File: config.mk
export PLATFORM = sky130hd
export DESIGN_NAME = mips_multicycle_ctrl_flat
export DESIGN_NICKNAME = d
export VERILOG_FILES = /design/src/rtl/mips_multicycle_ctrl_if.sv /design/src/rtl/mips_multicycle_ctrl.sv /design/src/flat_wrapper.sv
export SDC_FILE = /design/constraint.sdc
export NUM_CORES = 1
export LEC_CHECK = 0
export CAP_MARGIN = 40
export CORE_MARGIN = 3
export CORE_UTILIZATION = 41
export DETAILED_ROUTE_END_ITERATION = 10
export GPL_TIMING_DRIVEN = 0
export PLACE_DENSITY = 0.84
export SYNTH_ARGS = -nofsm -noshare
export SYNTH_HDL_FRONTEND = slang
export SYNTH_SLANG_ARGS = --single-unit
File: constraint.sdc
create_clock -name i_clk -period 3.22 [get_ports i_clk]
set_clock_uncertainty 0.2 [all_clocks]
set_input_delay 0.644 -clock i_clk [delete_from_list [all_inputs] [get_ports i_clk]]
set_output_delay 0.644 -clock i_clk [all_outputs]
set_load 0.02 [all_outputs]
File: src/rtl/mips_multicycle_ctrl_if.sv
// Control bundle between the multi-cycle MIPS sequencer and its datapath.
// The sequencer is the master. The datapath drives the decode and status inputs.
interface mips_multicycle_ctrl_if;
  logic [5:0] opcode;
  logic [5:0] funct;
  logic       zero;
  logic       mem_ready;
  logic       pc_we;
  logic [1:0] pc_src;
  logic       ir_we;
  logic       iord;
  logic       mem_read;
  logic       mem_write;
  logic       reg_write;
  logic [1:0] reg_dst;
  logic [1:0] mem_to_reg;
  logic       alu_src_a;
  logic [1:0] alu_src_b;
  logic [1:0] alu_op;
  logic [3:0] state;
  logic       instr_done;
  logic       illegal;

  modport master (
    input  opcode, funct, zero, mem_ready,
    output pc_we, pc_src, ir_we, iord, mem_read, mem_write, reg_write,
           reg_dst, mem_to_reg, alu_src_a, alu_src_b, alu_op, state,
           instr_done, illegal
  );

  modport slave (
    output opcode, funct, zero, mem_ready,
    input  pc_we, pc_src, ir_we, iord, mem_read, mem_write, reg_write,
           reg_dst, mem_to_reg, alu_src_a, alu_src_b, alu_op, state,
           instr_done, illegal
  );
endinterface

File: src/rtl/mips_multicycle_ctrl.sv
// Moore-style multi-cycle MIPS sequencer: fetch/decode/execute/memory/write-back
// over one shared memory port with a ready handshake.
module mips_multicycle_ctrl (
  input  logic                   i_clk,
  input  logic                   i_rst_n,
  mips_multicycle_ctrl_if.master bus
);
  localparam logic [3:0] S_FETCH  = 4'd0,  S_DECODE = 4'd1,  S_MEMADR = 4'd2,
                         S_MEMRD  = 4'd3,  S_MEMWB  = 4'd4,  S_MEMWR  = 4'd5,
                         S_REX    = 4'd6,  S_RWB    = 4'd7,  S_BEQ    = 4'd8,
                         S_IEX    = 4'd9,  S_IWB    = 4'd10, S_JMP    = 4'd11,
                         S_JAL    = 4'd12, S_JR     = 4'd13, S_TRAP   = 4'd14;

  localparam logic [5:0] OP_RTYPE = 6'b000000, OP_LW  = 6'b100011,
                         OP_SW    = 6'b101011, OP_BEQ = 6'b000100,
                         OP_ADDI  = 6'b001000, OP_J   = 6'b000010,
                         OP_JAL   = 6'b000011, FN_JR  = 6'b001000;

  logic [3:0] r_state;
  logic [3:0] w_state_next;
  logic       r_is_sw;
  logic       w_pc_we, w_ir_we, w_reg_write, w_mem_write, w_instr_done;

  // lw/sw is remembered at DECODE so MEMADR does not depend on a later opcode.
  always_ff @(posedge i_clk or negedge i_rst_n) begin
    if (!i_rst_n) begin
      r_state <= S_FETCH;
      r_is_sw <= 1'b0;
    end else begin
      r_state <= w_state_next;
      if (r_state == S_DECODE) r_is_sw <= (bus.opcode == OP_SW);
    end
  end

  always_comb begin
    w_state_next = r_state;
    case (r_state)
      S_FETCH:  if (bus.mem_ready) w_state_next = S_DECODE;
      S_DECODE: begin
        case (bus.opcode)
          OP_RTYPE:     w_state_next = (bus.funct == FN_JR) ? S_JR : S_REX;
          OP_LW, OP_SW: w_state_next = S_MEMADR;
          OP_BEQ:       w_state_next = S_BEQ;
          OP_ADDI:      w_state_next = S_IEX;
          OP_J:         w_state_next = S_JMP;
          OP_JAL:       w_state_next = S_JAL;
          default:      w_state_next = S_TRAP;
        endcase
      end
      S_MEMADR: w_state_next = r_is_sw ? S_MEMWR : S_MEMRD;
      S_MEMRD:  if (bus.mem_ready) w_state_next = S_MEMWB;
      S_MEMWR:  if (bus.mem_ready) w_state_next = S_FETCH;
      S_REX:    w_state_next = S_RWB;
      S_IEX:    w_state_next = S_IWB;
      S_MEMWB, S_RWB, S_BEQ, S_IWB, S_JMP, S_JAL, S_JR: w_state_next = S_FETCH;
      S_TRAP:   w_state_next = S_TRAP;
      default:  w_state_next = S_FETCH;
    endcase
  end

  always_comb begin
    w_pc_we        = 1'b0;
    w_ir_we        = 1'b0;
    w_reg_write    = 1'b0;
    w_mem_write    = 1'b0;
    w_instr_done   = 1'b0;
    bus.pc_src     = 2'b00;
    bus.iord       = 1'b0;
    bus.mem_read   = 1'b0;
    bus.reg_dst    = 2'b00;
    bus.mem_to_reg = 2'b00;
    bus.alu_src_a  = 1'b0;
    bus.alu_src_b  = 2'b00;
    bus.alu_op     = 2'b00;
    bus.illegal    = 1'b0;
    case (r_state)
      S_FETCH: begin
        bus.mem_read  = 1'b1;
        bus.alu_src_b = 2'b01;
        w_ir_we       = bus.mem_ready;
        w_pc_we       = bus.mem_ready;
      end
      S_DECODE: bus.alu_src_b = 2'b11;
      S_MEMADR: begin
        bus.alu_src_a = 1'b1;
        bus.alu_src_b = 2'b10;
      end
      S_MEMRD: begin
        bus.mem_read = 1'b1;
        bus.iord     = 1'b1;
      end
      S_MEMWB: begin
        w_reg_write    = 1'b1;
        bus.mem_to_reg = 2'b01;
        w_instr_done   = 1'b1;
      end
      S_MEMWR: begin
        w_mem_write  = 1'b1;
        bus.iord     = 1'b1;
        w_instr_done = bus.mem_ready;
      end
      S_REX: begin
        bus.alu_src_a = 1'b1;
        bus.alu_op    = 2'b10;
      end
      S_RWB: begin
        w_reg_write  = 1'b1;
        bus.reg_dst  = 2'b01;
        w_instr_done = 1'b1;
      end
      S_BEQ: begin
        bus.alu_src_a = 1'b1;
        bus.alu_op    = 2'b01;
        bus.pc_src    = 2'b01;
        w_pc_we       = bus.zero;
        w_instr_done  = 1'b1;
      end
      S_IEX: begin
        bus.alu_src_a = 1'b1;
        bus.alu_src_b = 2'b10;
      end
      S_IWB: begin
        w_reg_write  = 1'b1;
        w_instr_done = 1'b1;
      end
      S_JMP: begin
        w_pc_we      = 1'b1;
        bus.pc_src   = 2'b10;
        w_instr_done = 1'b1;
      end
      // Register file takes the current PC (already PC+4) on the same edge PC jumps.
      S_JAL: begin
        w_pc_we        = 1'b1;
        bus.pc_src     = 2'b10;
        w_reg_write    = 1'b1;
        bus.reg_dst    = 2'b10;
        bus.mem_to_reg = 2'b10;
        w_instr_done   = 1'b1;
      end
      S_JR: begin
        w_pc_we      = 1'b1;
        bus.pc_src   = 2'b11;
        w_instr_done = 1'b1;
      end
      S_TRAP:  bus.illegal = 1'b1;
      default: ;
    endcase
  end

  // Write enables are masked by reset so nothing commits while rst_n is low.
  assign bus.pc_we      = w_pc_we      & i_rst_n;
  assign bus.ir_we      = w_ir_we      & i_rst_n;
  assign bus.reg_write  = w_reg_write  & i_rst_n;
  assign bus.mem_write  = w_mem_write  & i_rst_n;
  assign bus.instr_done = w_instr_done & i_rst_n;
  assign bus.state      = r_state;
endmodule

File: src/flat_wrapper.sv
// flat-port wrapper written by rule: the top's interface ports become plain ports
module mips_multicycle_ctrl_flat 
  (i_clk, i_rst_n, bus_opcode, bus_funct, bus_zero, bus_mem_ready, bus_pc_we, bus_pc_src, bus_ir_we, bus_iord, bus_mem_read, bus_mem_write, bus_reg_write, bus_reg_dst, bus_mem_to_reg, bus_alu_src_a, bus_alu_src_b, bus_alu_op, bus_state, bus_instr_done, bus_illegal);
  mips_multicycle_ctrl_if bus_i ();
  input  logic i_clk;
  input  logic i_rst_n;
  input wire logic [$bits(bus_i.opcode)-1:0] bus_opcode;
  input wire logic [$bits(bus_i.funct)-1:0] bus_funct;
  input wire logic [$bits(bus_i.zero)-1:0] bus_zero;
  input wire logic [$bits(bus_i.mem_ready)-1:0] bus_mem_ready;
  output wire logic [$bits(bus_i.pc_we)-1:0] bus_pc_we;
  output wire logic [$bits(bus_i.pc_src)-1:0] bus_pc_src;
  output wire logic [$bits(bus_i.ir_we)-1:0] bus_ir_we;
  output wire logic [$bits(bus_i.iord)-1:0] bus_iord;
  output wire logic [$bits(bus_i.mem_read)-1:0] bus_mem_read;
  output wire logic [$bits(bus_i.mem_write)-1:0] bus_mem_write;
  output wire logic [$bits(bus_i.reg_write)-1:0] bus_reg_write;
  output wire logic [$bits(bus_i.reg_dst)-1:0] bus_reg_dst;
  output wire logic [$bits(bus_i.mem_to_reg)-1:0] bus_mem_to_reg;
  output wire logic [$bits(bus_i.alu_src_a)-1:0] bus_alu_src_a;
  output wire logic [$bits(bus_i.alu_src_b)-1:0] bus_alu_src_b;
  output wire logic [$bits(bus_i.alu_op)-1:0] bus_alu_op;
  output wire logic [$bits(bus_i.state)-1:0] bus_state;
  output wire logic [$bits(bus_i.instr_done)-1:0] bus_instr_done;
  output wire logic [$bits(bus_i.illegal)-1:0] bus_illegal;
  assign bus_i.opcode = bus_opcode;
  assign bus_i.funct = bus_funct;
  assign bus_i.zero = bus_zero;
  assign bus_i.mem_ready = bus_mem_ready;
  assign bus_pc_we = bus_i.pc_we;
  assign bus_pc_src = bus_i.pc_src;
  assign bus_ir_we = bus_i.ir_we;
  assign bus_iord = bus_i.iord;
  assign bus_mem_read = bus_i.mem_read;
  assign bus_mem_write = bus_i.mem_write;
  assign bus_reg_write = bus_i.reg_write;
  assign bus_reg_dst = bus_i.reg_dst;
  assign bus_mem_to_reg = bus_i.mem_to_reg;
  assign bus_alu_src_a = bus_i.alu_src_a;
  assign bus_alu_src_b = bus_i.alu_src_b;
  assign bus_alu_op = bus_i.alu_op;
  assign bus_state = bus_i.state;
  assign bus_instr_done = bus_i.instr_done;
  assign bus_illegal = bus_i.illegal;
  mips_multicycle_ctrl u_core (.i_clk(i_clk), .i_rst_n(i_rst_n), .bus(bus_i));
endmodule
==> out/summary.log <==
qor: cts.htree_levels 1
qor: setup_path.worstPathCellList clkdlybuf4s50_1, o211ai_1, a21oi_1, clkdlybuf4s50_1
qor: timing.report.final.setup_viol 0
qor: worst_hold_path.hp-class register to register
qor: grt.maximum_number_of_pins_on_one_net_before_global_route_repair 11
qor: cts.cts_sinks 5
qor: synth.synth-seq-area-share 17.4%
qor: final_layout.insertedDiodeCount 0
qor: synth.yosys_warnings 0
qor: setup_path.crit_path_frequent_cell sky130_fd_sc_hd__clkdlybuf4s50_1
qor: grt.grt_util_met3 4.51%
qor: synth.post_synth_inst_count 97
qor: cts.numCtsBuffers 3
qor: synth.synth-seq-cells 5
qor: run.max_cap_violations 0
qor: synth.postSynthAreaPerCell 7.43 um^2
qor: cts.cts.root.buffer_cell sky130_fd_sc_hd__clkbuf_4
qor: setup_path.worstPathRequired 2.38 ns
qor: placement.gp_congestion 0.855
qor: pwr.static-leakage-power 0.418 nW
qor: cts.clkTransAtPathRegs 0.04 ns
qor: synth.synthArstFlopShare 100%
qor: pwr.irDropWorstVdd 0.602 mV
qor: floorplan.dieWidth 47.9 um
qor: synth.dominantRegCellSynth sky130_fd_sc_hd__dfrtp_1
qor: timing.worst_slew_margin_rel 61.5%
qor: grt.met2_usage 35.4%
qor: drt.drt-vias-per-instance 5.89
qor: drt.detail_route.drc_violations 0
qor: synth.syn-cell-area 721 um^2
qor: timing.final-hold-violation-count 0
qor: setup_path.crit_path_top_delay_cell sky130_fd_sc_hd__clkdlybuf4s50_1
qor: cts.cts_hold_buf 0
qor: pwr.pwr_density_cell 867 mW/mm^2
qor: grt.wire_length_of_the_first_global_routing_pass 3590 um
qor: grt.globalRouteMet1Util 28.4%
qor: grt.antenna_found_initial 0
qor: drt.iter_0_drt_violations 16
qor: floorplan.top_level_i_o_count 39
qor: synth.synth_edf_count 0
qor: timing.portion_of_the_clock_cycle_consumed_by_the_worst_path_in_the_final_layout 96.6%
qor: final_layout.finish.net_count 155
qor: timing.final.hold.worst_slack 0.328 ns
qor: timing.rsz0062_at_grt no
qor: drt.via_count 907
qor: setup_path.timing.critical_path.fanout_max 10
qor: floorplan.fp.dieH 47.9 um
qor: timing.max_slew.worst_pin.slew 0.569 ns
qor: synth.netlist-cell-type-count 41
qor: timing.fin_crit 3.11 ns
qor: setup_path.crit_path_max_incr_delay 0.71 ns
qor: drt.ant_nets 0
qor: setup_path.worstSetupPathType primary input to primary output
qor: grt.top_usage_layer met2
qor: drt.sum_of_routed_wire_length_over_all_layers 2150 um
qor: cts.worst_skew_pair_later_pin_latency 0.24 ns
qor: timing.fmax 322 MHz
qor: status.status finished, final reports clean
qor: placement.dp.final_hpwl 1770 um
qor: setup_path.cp-end-kind primary output
qor: timing.finalSetupTns 0 ns
qor: grt.grt.total_usage 21.4%
qor: final_layout.syn_to_final_growth 57.6%
qor: floorplan.initial_utilization 45.7%
qor: setup_path.cp_data_arrival_time 2.27 ns
qor: drt.drt_pre_antenna_iters 4
qor: final_layout.finalNonFillerCells 154
qor: synth.syn-num-nets 113
qor: floorplan.floorplan_core_area 0.00158 mm^2
qor: placement.port_buffer_count 37
qor: final_layout.num-fill-cells 143
qor: cts.clock_tree_from_tritoncts yes
qor: floorplan.cell_row_count 14
qor: grt.number_of_global_route_vias_before_repair 817
qor: timing.report.final.slew_viol_count 0
qor: setup_path.setup_crit_start_kind primary input
qor: grt.gr-total-overflow 0
qor: placement.dpl.cell_count 150
qor: floorplan.die_area 0.00230 mm^2
qor: drt.detail_route.wl_per_cell 14.0 um
qor: cts.cts_max_path_buffers 2
qor: final_layout.drive_gt1_share 13.0%
[repair_timing]
action	CTS	global route
buffers inserted	0	0
cloned	0	0
setup endpoints to repair	1	3
gates resized for setup	2	2
[layout by cell type (no fill, tap or decap), types with 3 or more instances in the layout]
cell type	netlist	routed
sky130_fd_sc_hd__clkdlybuf4s50_1	0	35
sky130_fd_sc_hd__nor2_1	11	11
sky130_fd_sc_hd__nand2_1	7	7
sky130_fd_sc_hd__nor2b_1	6	6
sky130_fd_sc_hd__a21oi_1	6	6
sky130_fd_sc_hd__o21ai_0	6	6
sky130_fd_sc_hd__dfrtp_1	5	5
sky130_fd_sc_hd__nand2b_1	4	4
sky130_fd_sc_hd__nor3_1	4	4
sky130_fd_sc_hd__buf_2	3	3
sky130_fd_sc_hd__nor4_1	3	3
sky130_fd_sc_hd__clkbuf_4	0	3
[area by class of cell]
| type | count | area [um^2] | area share (%) |
|---|---|---|---|
| multi-input cells | 82 | 543 | 47.8 |
| repair buffers | 37 | 368 | 32.4 |
| flip-flops and latches | 5 | 125 | 11.0 |
| plain buffers | 8 | 46.3 | 4.07 |
| clock buffers | 4 | 26.3 | 2.31 |
| well taps | 16 | 20.0 | 1.76 |
| inverters | 2 | 7.51 | 0.661 |
[final timing paths]
| path | from | to | slack [ns] | depth (start not counted) |
|---|---|---|---|---|
| max in group asynchronous | i_rst_n | u_core.bus.state[0] | 2.03 | 1 |
| min in group asynchronous | i_rst_n | u_core.bus.state[3] | 0.50 | 1 |
| max reg2reg | u_core.bus.state[0] | u_core.bus.state[0] | 1.47 | 4 |
| min reg2reg | u_core.r_is_sw | u_core.r_is_sw | 0.33 | 1 |
| max | i_rst_n | bus_instr_done | 0.11 | 4 |
| min | u_core.r_is_sw | u_core.r_is_sw | 0.33 | 1 |
[through the flow]
| step | setup WS (ns) | utilization (%) | total power [W] | instance area [um^2] |
|---|---|---|---|---|
| detailed placement | -0.391 | 70.5 | 0.000914 | 1110 |
| floorplan | 0.651 | - | 0.000600 | 721 |
| global placement | -0.383 | 70.5 | 0.000903 | 1110 |
| CTS | 0.0974 | 72.0 | 0.000986 | 1130 |
| finish | 0.111 | 72.1 | 0.000985 | 1140 |
| global route | 0.00885 | 72.1 | 0.00107 | 1140 |
[registers in the layout, summed over array words and instances, names as in the netlist]
signal            count
u_core.r_is_sw        1
u_core.bus.state      4
[worst max-delay path: cells and delay by family]
family / cells / cell delay (ns)
buffers and inverters: 2 / 1.33
AOI/OAI and AO/OA: 2 / 0.29
[metal layers]
metal  routed length (um)  vias to the layer above
met5                    0                        -
met4                   16                        0
met3                  163                        2
met2                 1050                       41
met1                  916                      415
li1                     -                      449
[cell families (layout without fill, tap and decap cells)]
group,after synthesis,count (layout),synth area share [%]
multiplexers,2,2,3.12
AO/OA/AOI/OAI,29,29,30.6
AND/OR/NAND/NOR,49,49,39.2
flip-flops,5,5,17.4
buffers and inverters,10,51,7.29
XOR/XNOR,2,2,2.43
[Yosys cell counts, types with 2 or more instances]
cell,n,area (um^2)
sky130_fd_sc_hd__nor2_1,11,41.3
sky130_fd_sc_hd__nand2_1,7,26.3
sky130_fd_sc_hd__a21oi_1,6,30.0
sky130_fd_sc_hd__nor2b_1,6,37.5
sky130_fd_sc_hd__o21ai_0,6,30.0
sky130_fd_sc_hd__dfrtp_1,5,125
sky130_fd_sc_hd__nand2b_1,4,25.0
sky130_fd_sc_hd__nor3_1,4,20.0
sky130_fd_sc_hd__buf_2,3,15.0
sky130_fd_sc_hd__nor4_1,3,18.8
sky130_fd_sc_hd__a2111oi_2,2,30.0
sky130_fd_sc_hd__and3_1,2,12.5
sky130_fd_sc_hd__clkbuf_1,2,7.51
sky130_fd_sc_hd__inv_1,2,7.51
sky130_fd_sc_hd__mux2_2,2,22.5
sky130_fd_sc_hd__nand3_1,2,10.0
sky130_fd_sc_hd__nor3b_1,2,15.0
sky130_fd_sc_hd__o211ai_1,2,15.0
sky130_fd_sc_hd__o311ai_1,2,17.5
sky130_fd_sc_hd__or3b_2,2,17.5
sky130_fd_sc_hd__xnor2_1,2,17.5
[power breakdown]
group / leakage, nW / total [W] / internal, W / switching [W]
registers: 0.0647 / 0.000132 / 0.0000886 / 0.0000437
logic: 0.338 / 0.000781 / 0.000354 / 0.000427
clock network: 0.0150 / 0.0000723 / 0.0000468 / 0.0000255
total: 0.418 / 0.000985 / 0.000489 / 0.000496
(Power assumes the default switching activity.)
